<file path="config.mk">
export PLATFORM = sky130hd
export DESIGN_NAME = decoder_n_pipe
export DESIGN_NICKNAME = d
export VERILOG_FILES = /design/src/rtl/decoder_n_pipe.sv
export SDC_FILE = /design/constraint.sdc
export NUM_CORES = 1
export LEC_CHECK = 0
export CORE_MARGIN = 3
export CORE_UTILIZATION = 55
export DETAILED_ROUTE_END_ITERATION = 6
export PLACE_DENSITY = 0.8
export SLEW_MARGIN = 20
export SYNTH_ARGS = -nofsm -noshare
export SYNTH_HDL_FRONTEND = slang
export SYNTH_SLANG_ARGS = --single-unit
</file>
<file path="constraint.sdc">
create_clock -name clk -period 17.1 [get_ports clk]
set_input_delay 3.42 -clock clk [delete_from_list [all_inputs] [get_ports clk]]
set_output_delay 3.42 -clock clk [all_outputs]
set_load 0.005 [all_outputs]
</file>
<file path="src/rtl/decoder_n_pipe.sv">
// decoder_n_pipe: registered index-to-one-hot decoder behind a 2-entry valid/ready FIFO.
// Each accepted beat stores {one_hot, range_err}. The head entry drives the outputs.
// Optional feature macro DECODER_N_PIPE_ERR_CNT_EN adds a saturating 8-bit count of
// accepted out-of-range beats. When the macro is undefined, err_cnt is tied to zero.
module decoder_n_pipe #(
    parameter int unsigned IN_W  = 7,
    parameter int unsigned OUT_N = 128
) (
    input  logic             clk,
    input  logic             rst,
    input  logic [IN_W-1:0]  id_in,
    input  logic             en_in,
    input  logic             in_valid,
    output logic             in_ready,
    output logic             out_valid,
    input  logic             out_ready,
    output logic [OUT_N-1:0] one_hot_out,
    output logic             range_err,
    output logic [7:0]       err_cnt
);

    logic [OUT_N-1:0] r_data [2];
    logic             r_err  [2];
    logic             r_head;
    logic             r_tail;
    logic [1:0]       r_count;

    logic [OUT_N-1:0] w_one_hot;
    logic             w_range_err;
    logic             w_in_range;
    logic             w_accept;
    logic             w_consume;
    logic [1:0]       w_count_nxt;

    // Handshake flags come only from the registered count, so there is no input-to-output path.
    always_comb begin
        in_ready  = (r_count < 2'd2);
        out_valid = (r_count != 2'd0);
        w_accept  = in_valid && in_ready;
        w_consume = out_valid && out_ready;
    end

    // Decode the incoming index. Out-of-range or disabled beats give an all-zero vector.
    always_comb begin
        w_one_hot   = '0;
        w_in_range  = (32'(id_in) < OUT_N);
        w_range_err = en_in && !w_in_range;
        for (int unsigned i = 0; i < OUT_N; i++) begin
            if (en_in && (32'(id_in) == i)) begin
                w_one_hot[i] = 1'b1;
            end
        end
    end

    // Occupancy update. A simultaneous accept and consume leaves the count unchanged.
    always_comb begin
        w_count_nxt = r_count;
        unique case ({w_accept, w_consume})
            2'b10:   w_count_nxt = r_count + 2'd1;
            2'b01:   w_count_nxt = r_count - 2'd1;
            default: w_count_nxt = r_count;
        endcase
    end

    // Control state: count and the wrap-modulo-2 pointers. Reset discards all stored beats.
    always_ff @(posedge clk) begin
        if (rst) begin
            r_count <= 2'd0;
            r_head  <= 1'b0;
            r_tail  <= 1'b0;
        end else begin
            r_count <= w_count_nxt;
            if (w_accept) begin
                r_tail <= ~r_tail;
            end
            if (w_consume) begin
                r_head <= ~r_head;
            end
        end
    end

    // Payload storage. It needs no reset because out_valid gates every read.
    always_ff @(posedge clk) begin
        if (!rst && w_accept) begin
            r_data[r_tail] <= w_one_hot;
            r_err[r_tail]  <= w_range_err;
        end
    end

    // Present the head entry. An empty FIFO presents zeros.
    always_comb begin
        one_hot_out = '0;
        range_err   = 1'b0;
        if (out_valid) begin
            one_hot_out = r_data[r_head];
            range_err   = r_err[r_head];
        end
    end

`ifdef DECODER_N_PIPE_ERR_CNT_EN
    logic [7:0] r_err_cnt;

    // Saturating count of accepted out-of-range beats.
    always_ff @(posedge clk) begin
        if (rst) begin
            r_err_cnt <= 8'd0;
        end else if (w_accept && w_range_err && (r_err_cnt != 8'hFF)) begin
            r_err_cnt <= r_err_cnt + 8'd1;
        end
    end

    assign err_cnt = r_err_cnt;
`else
    assign err_cnt = 8'd0;
`endif

endmodule

</file>
**After elaboration in Yosys (flattened, before gate mapping)**

Memory sizes are Yosys's and may differ from the RTL's. A register that Yosys moved wholly into a read port is not among the register bits.
Index checks and enable logic that the tools add are counted.

- Register bits: 4
- Output and inout bits: 139
- Logic and storage cells: 408
- Bits in read-only memories: 0
- Latch bits: 0
- Bits in writable memories: 256
- Memories kept: 1

Memories:

| memory | words | width | rd ports | clocked after memory_dff | write ports | line | RTL |
|---|---|---|---|---|---|---|---|
| r_data | 2 | 128 | 1 | 1 | 1 | 22 | `logic [OUT_N-1:0] r_data [2];` |

- Add/sub/neg operators: 2
- Reduce and logical (&&, ||, !) cells: 135
- $mul: 0
- Muxes and demuxes: 135
- Shift operators: 0
- Bitwise operators: 2
- Magnitude comparators: 1
- Div/mod/pow operators: 0
- Eq/ne operators: 129

Operators with widths:

| kind | number |
|---|---|
| == test 7 bit, second input constant | 64 |
| == test 7 x 6 -> 1 bit, second input constant | 32 |
| two-way mux 1 bit | 133 |
| logical AND 1 bit | 131 |
| two-way mux 128 bit | 1 |
| == test 7 x 5 -> 1 bit, second input constant | 16 |
| == test 7 x 4 -> 1 bit, second input constant | 8 |
| == test 7 x 3 -> 1 bit, second input constant | 4 |
| == test 7 x 2 -> 1 bit, second input constant | 2 |
| == test 7 x 1 -> 1 bit, second input constant | 1 |
| zero test 7 bit | 1 |
| one-hot mux 2 bit (2 select lines) | 1 |
| nonzero test 2 bit | 2 |
| adder 2 x 1 -> 2 bit, second input constant | 1 |
| == test 2 x 1 -> 1 bit, second input constant | 1 |
| == test 2 bit, second input constant | 1 |
| less-than comparator 2 bit, second input constant | 1 |
| NOT 1 bit | 2 |
| subtractor 2 x 1 -> 2 bit, second input constant | 1 |
| zero test 1 bit | 1 |

**Longest topological paths before layout**

- Depth after elaboration: 5
- Mapped depth: 6

**Least setup slack after synthesis**

Ideal clock, no wire load.

- Path kind: input -> register
- Start: input port in_valid
- End: memory r_data[1][0] (enable)
- Buffers on the path: 0
- Cell stages on the path: 2
- Setup slack: 3.471 ns
- Data arrival time: 12.828 ns
- Library setup time: 0.801 ns
- Cell sequence: nand2b_1 nor3b_1

- Word-level cells in the longest chain between the ends: 4

Ends and longest elaborated chain:

| item | line | RTL |
|---|---|---|
| from (decl) | 13 | `input logic in_valid,` |
| logical AND 1 bit | 39 | `w_accept = in_valid && in_ready;` |
| logical AND 1 bit | 84 | `if (!rst && w_accept) begin` |
| two-way mux 1 bit | 84 |  |
| two-way mux 1 bit | - |  |
| to (decl) | 22 |  |

No other way between the ends.

==> flow_summary.toml <==
[global_route]
grt_max_degree = 70
grt.overflow.total = 0
grt_pass1_vias = 6371
track_usage = 0.206
grt_pass1_wl_mm = 34.8
antenna_found_initial = 0

[min_path]
min_path_type = "flop to flop"
hp-start = "r_head"
hold_depth = 2
holdPathEnd = "r_head"

[timing]
layout_setup_ws_ns = 10.23
final-hold-violation-count = 0
slew_headroom = 0.280
tns_ns = 0
tightest_slew_ns = 1.08
finalSetupViolCount = 0
finalCritPeriodShare = 0.402
clock_skew_ns = 0.00826
fmax_mhz = 146
min_period_ns = 6.87
rsz0062_at_grt = "false"
slew_violations = 0

[yosys]
yosysSeqAreaShare = 0.722
ys_ff_latch = 261
synth_ff_type = "edfxtp_1"
avgSynthCellArea_um2 = 14.0
synth_cell_types = 33
ys_warn_count = 0
netlist_area_um2 = 10800
async_flop_share = 0
synth-edff-count = 256
syn_inst = 768

[clock_network]
cts_tree = "built"
root_buffer = "clkbuf_16"
clk_path_buf_depth = 3
cts_resized = 0
clkSinkCount = 261
cts_setup_buffers = 0
hold_buffers = 0
numCtsBuffers = 26
worstSkewPairLatency_ns = 0.51
cts.clk_slew.worst_paths_ns = 0.06
h-tree-depth = 1

[final_layout]
diodes = 0
fillers = 1299
layout-drive-gt1-share = 0.0643
final_nets = 910
final_cell_mix = "edfxtp_1, nor2_1, clkdlybuf4s50_1"
multi_input_area_um2 = 2710
seq_area_um2 = 7790
area_growth_pct = 22.2
fin_util = 0.695
finalNonFillerCells = 1177
layout_commonest_cell = "edfxtp_1"
design_area_um2 = 13200

[floorplanning]
start_util = 0.569
rows = 50
die-height_um = 146
coreArea_um2 = 19000
dieArea_um2 = 21300
io_pins = 151
die_w_um = 146

[detailed_routing]
dr_total_vias = 6393
drt-total-wl_mm = 22.8
vias_per_cell = 5.43
drt_iter0_drc = 585
routedWlPerCell_um = 19.4
drtPass1Iterations = 5
ant_nets = 0
drc = 0

[critical_path]
rr_endpoint = "r_data[1][56]"
worstSetupEndpointType = "primary output"
slowest_stage = "dfxtp_4"
cp_top_family = "buffers and inverters"
r2r-start = "r_count[1]"
r2r_cells = 4
r2r_slack_ns = 14.31
path_max_fanout = 61
worstPathArrival_ns = 3.45
critical_path_class = "flop to primary output"
max_stage_delay_ns = 1.04
path_cells = "buf_4 -> buf_16 -> mux2i_1 -> nor2_1 -> clkdlybuf4s50_1"
cp_num_buf_inv = 3
cp-start-kind = "flop"
cp.required_ns = 13.68

[power_and_ir_drop]
p_leak_nw = 4.35
vdd_drop_max_mv = 0.125
power_density_nw_per_um2 = 151

[run]
cap_violations = 0

[placement]
dp_cells = 1128
pre_cts_slack_ns = 10.57
hpwl_mm = 14.2
io_buffers = 141
place_area_um2 = 12300
gp_congestion = 0.775

[status]
outcome = "finished, final reports clean"
-- sequential cells by signal, summed over array words and instances, names as in the netlist, named ones only --
register  flops
r_data      256
r_tail        1
r_count       2
r_head        1
-- synthesized netlist by cell type (2+ instances only) --
master    instances  area share
nor2_2            3      0.0017
inv_1             3      0.0010
nor2_1          224       0.078
or2_1             2      0.0012
and3b_1           2      0.0016
nor3_1           37       0.017
buf_4            11      0.0077
clkbuf_1          6      0.0021
edfxtp_1        256        0.71
buf_6             4      0.0042
nand2_1          20      0.0070
xor2_1            3      0.0024
nand3_1           3      0.0014
mux2i_1         128        0.12
buf_2            35       0.016
or3b_1            2      0.0016
dfxtp_1           5      0.0093
o21ai_0           2     0.00093
nand2b_1          6      0.0035
nor2b_1           3      0.0017
-- final cells by class --
type	count	share of cell area
multi-input cells	456	0.206
clock buffers	30	0.0521
repair buffers	149	0.113
flip-flops and latches	261	0.591
well taps	260	0.0247
inverters	3	0.000854
clock inverters	18	0.0126
-- worst max path at each step --
stage / from / slack, ns / cells past startpoint / endpoint
6_report: flop / 10.23 / 5 / one_hot_out[23]
5_1_grt: flop / 10.07 / 5 / one_hot_out[23]
4_1_cts: flop / 10.02 / 4 / one_hot_out[23]
3_5_place_dp: flop / 10.57 / 4 / one_hot_out[23]
3_3_place_gp: flop / 10.57 / 4 / one_hot_out[48]
2_1_floorplan: in_valid / 3.47 / 2 / r_data[1][0]
-- cell families (layout without fill, tap and decap cells) --
family	Yosys count	count (layout)	synth area share
other	1	9	0.000348
AO/OA/AOI/OAI	3	3	0.00139
adder cells (fa/ha/maj)	1	1	0.00116
AND/OR/NAND/NOR	311	311	0.122
multiplexers	128	128	0.119
buffers and inverters	59	200	0.0312
XOR/XNOR	4	4	0.00325
flip-flops	261	261	0.722
-- power by group --
part	total, W	leakage [nW]	internal [W]	switching, W
registers	0.000806	2.58	0.000762	0.0000434
logic	0.000623	1.36	0.000335	0.000288
clock network	0.000560	0.414	0.000333	0.000227
total	0.00199	4.35	0.00143	0.000558
-- worst min-delay path: cells and delay by family (launching register included) --
family        cells  cell delay (ns)
xor+xnor          1             0.08
flops             1             0.32
simple gates      1             0.08
-- per-layer routing --
metal,vias to the layer above,GRT usage,part of all wire
met5,-,0,0
met4,0,0.0466,0.016
met3,23,0.0379,0.088
met2,290,0.355,0.50
met1,3090,0.279,0.40
li1,2990,-,-
-- stage by stage --
step                power (W)  hold slack, ns
CTS                   0.00200           0.509
floorplan             0.00114           0.472
detailed placement    0.00145           0.492
global placement      0.00144           0.487
global route          0.00208           0.530
finish                0.00199           0.509
(Power assumes the default switching activity.)
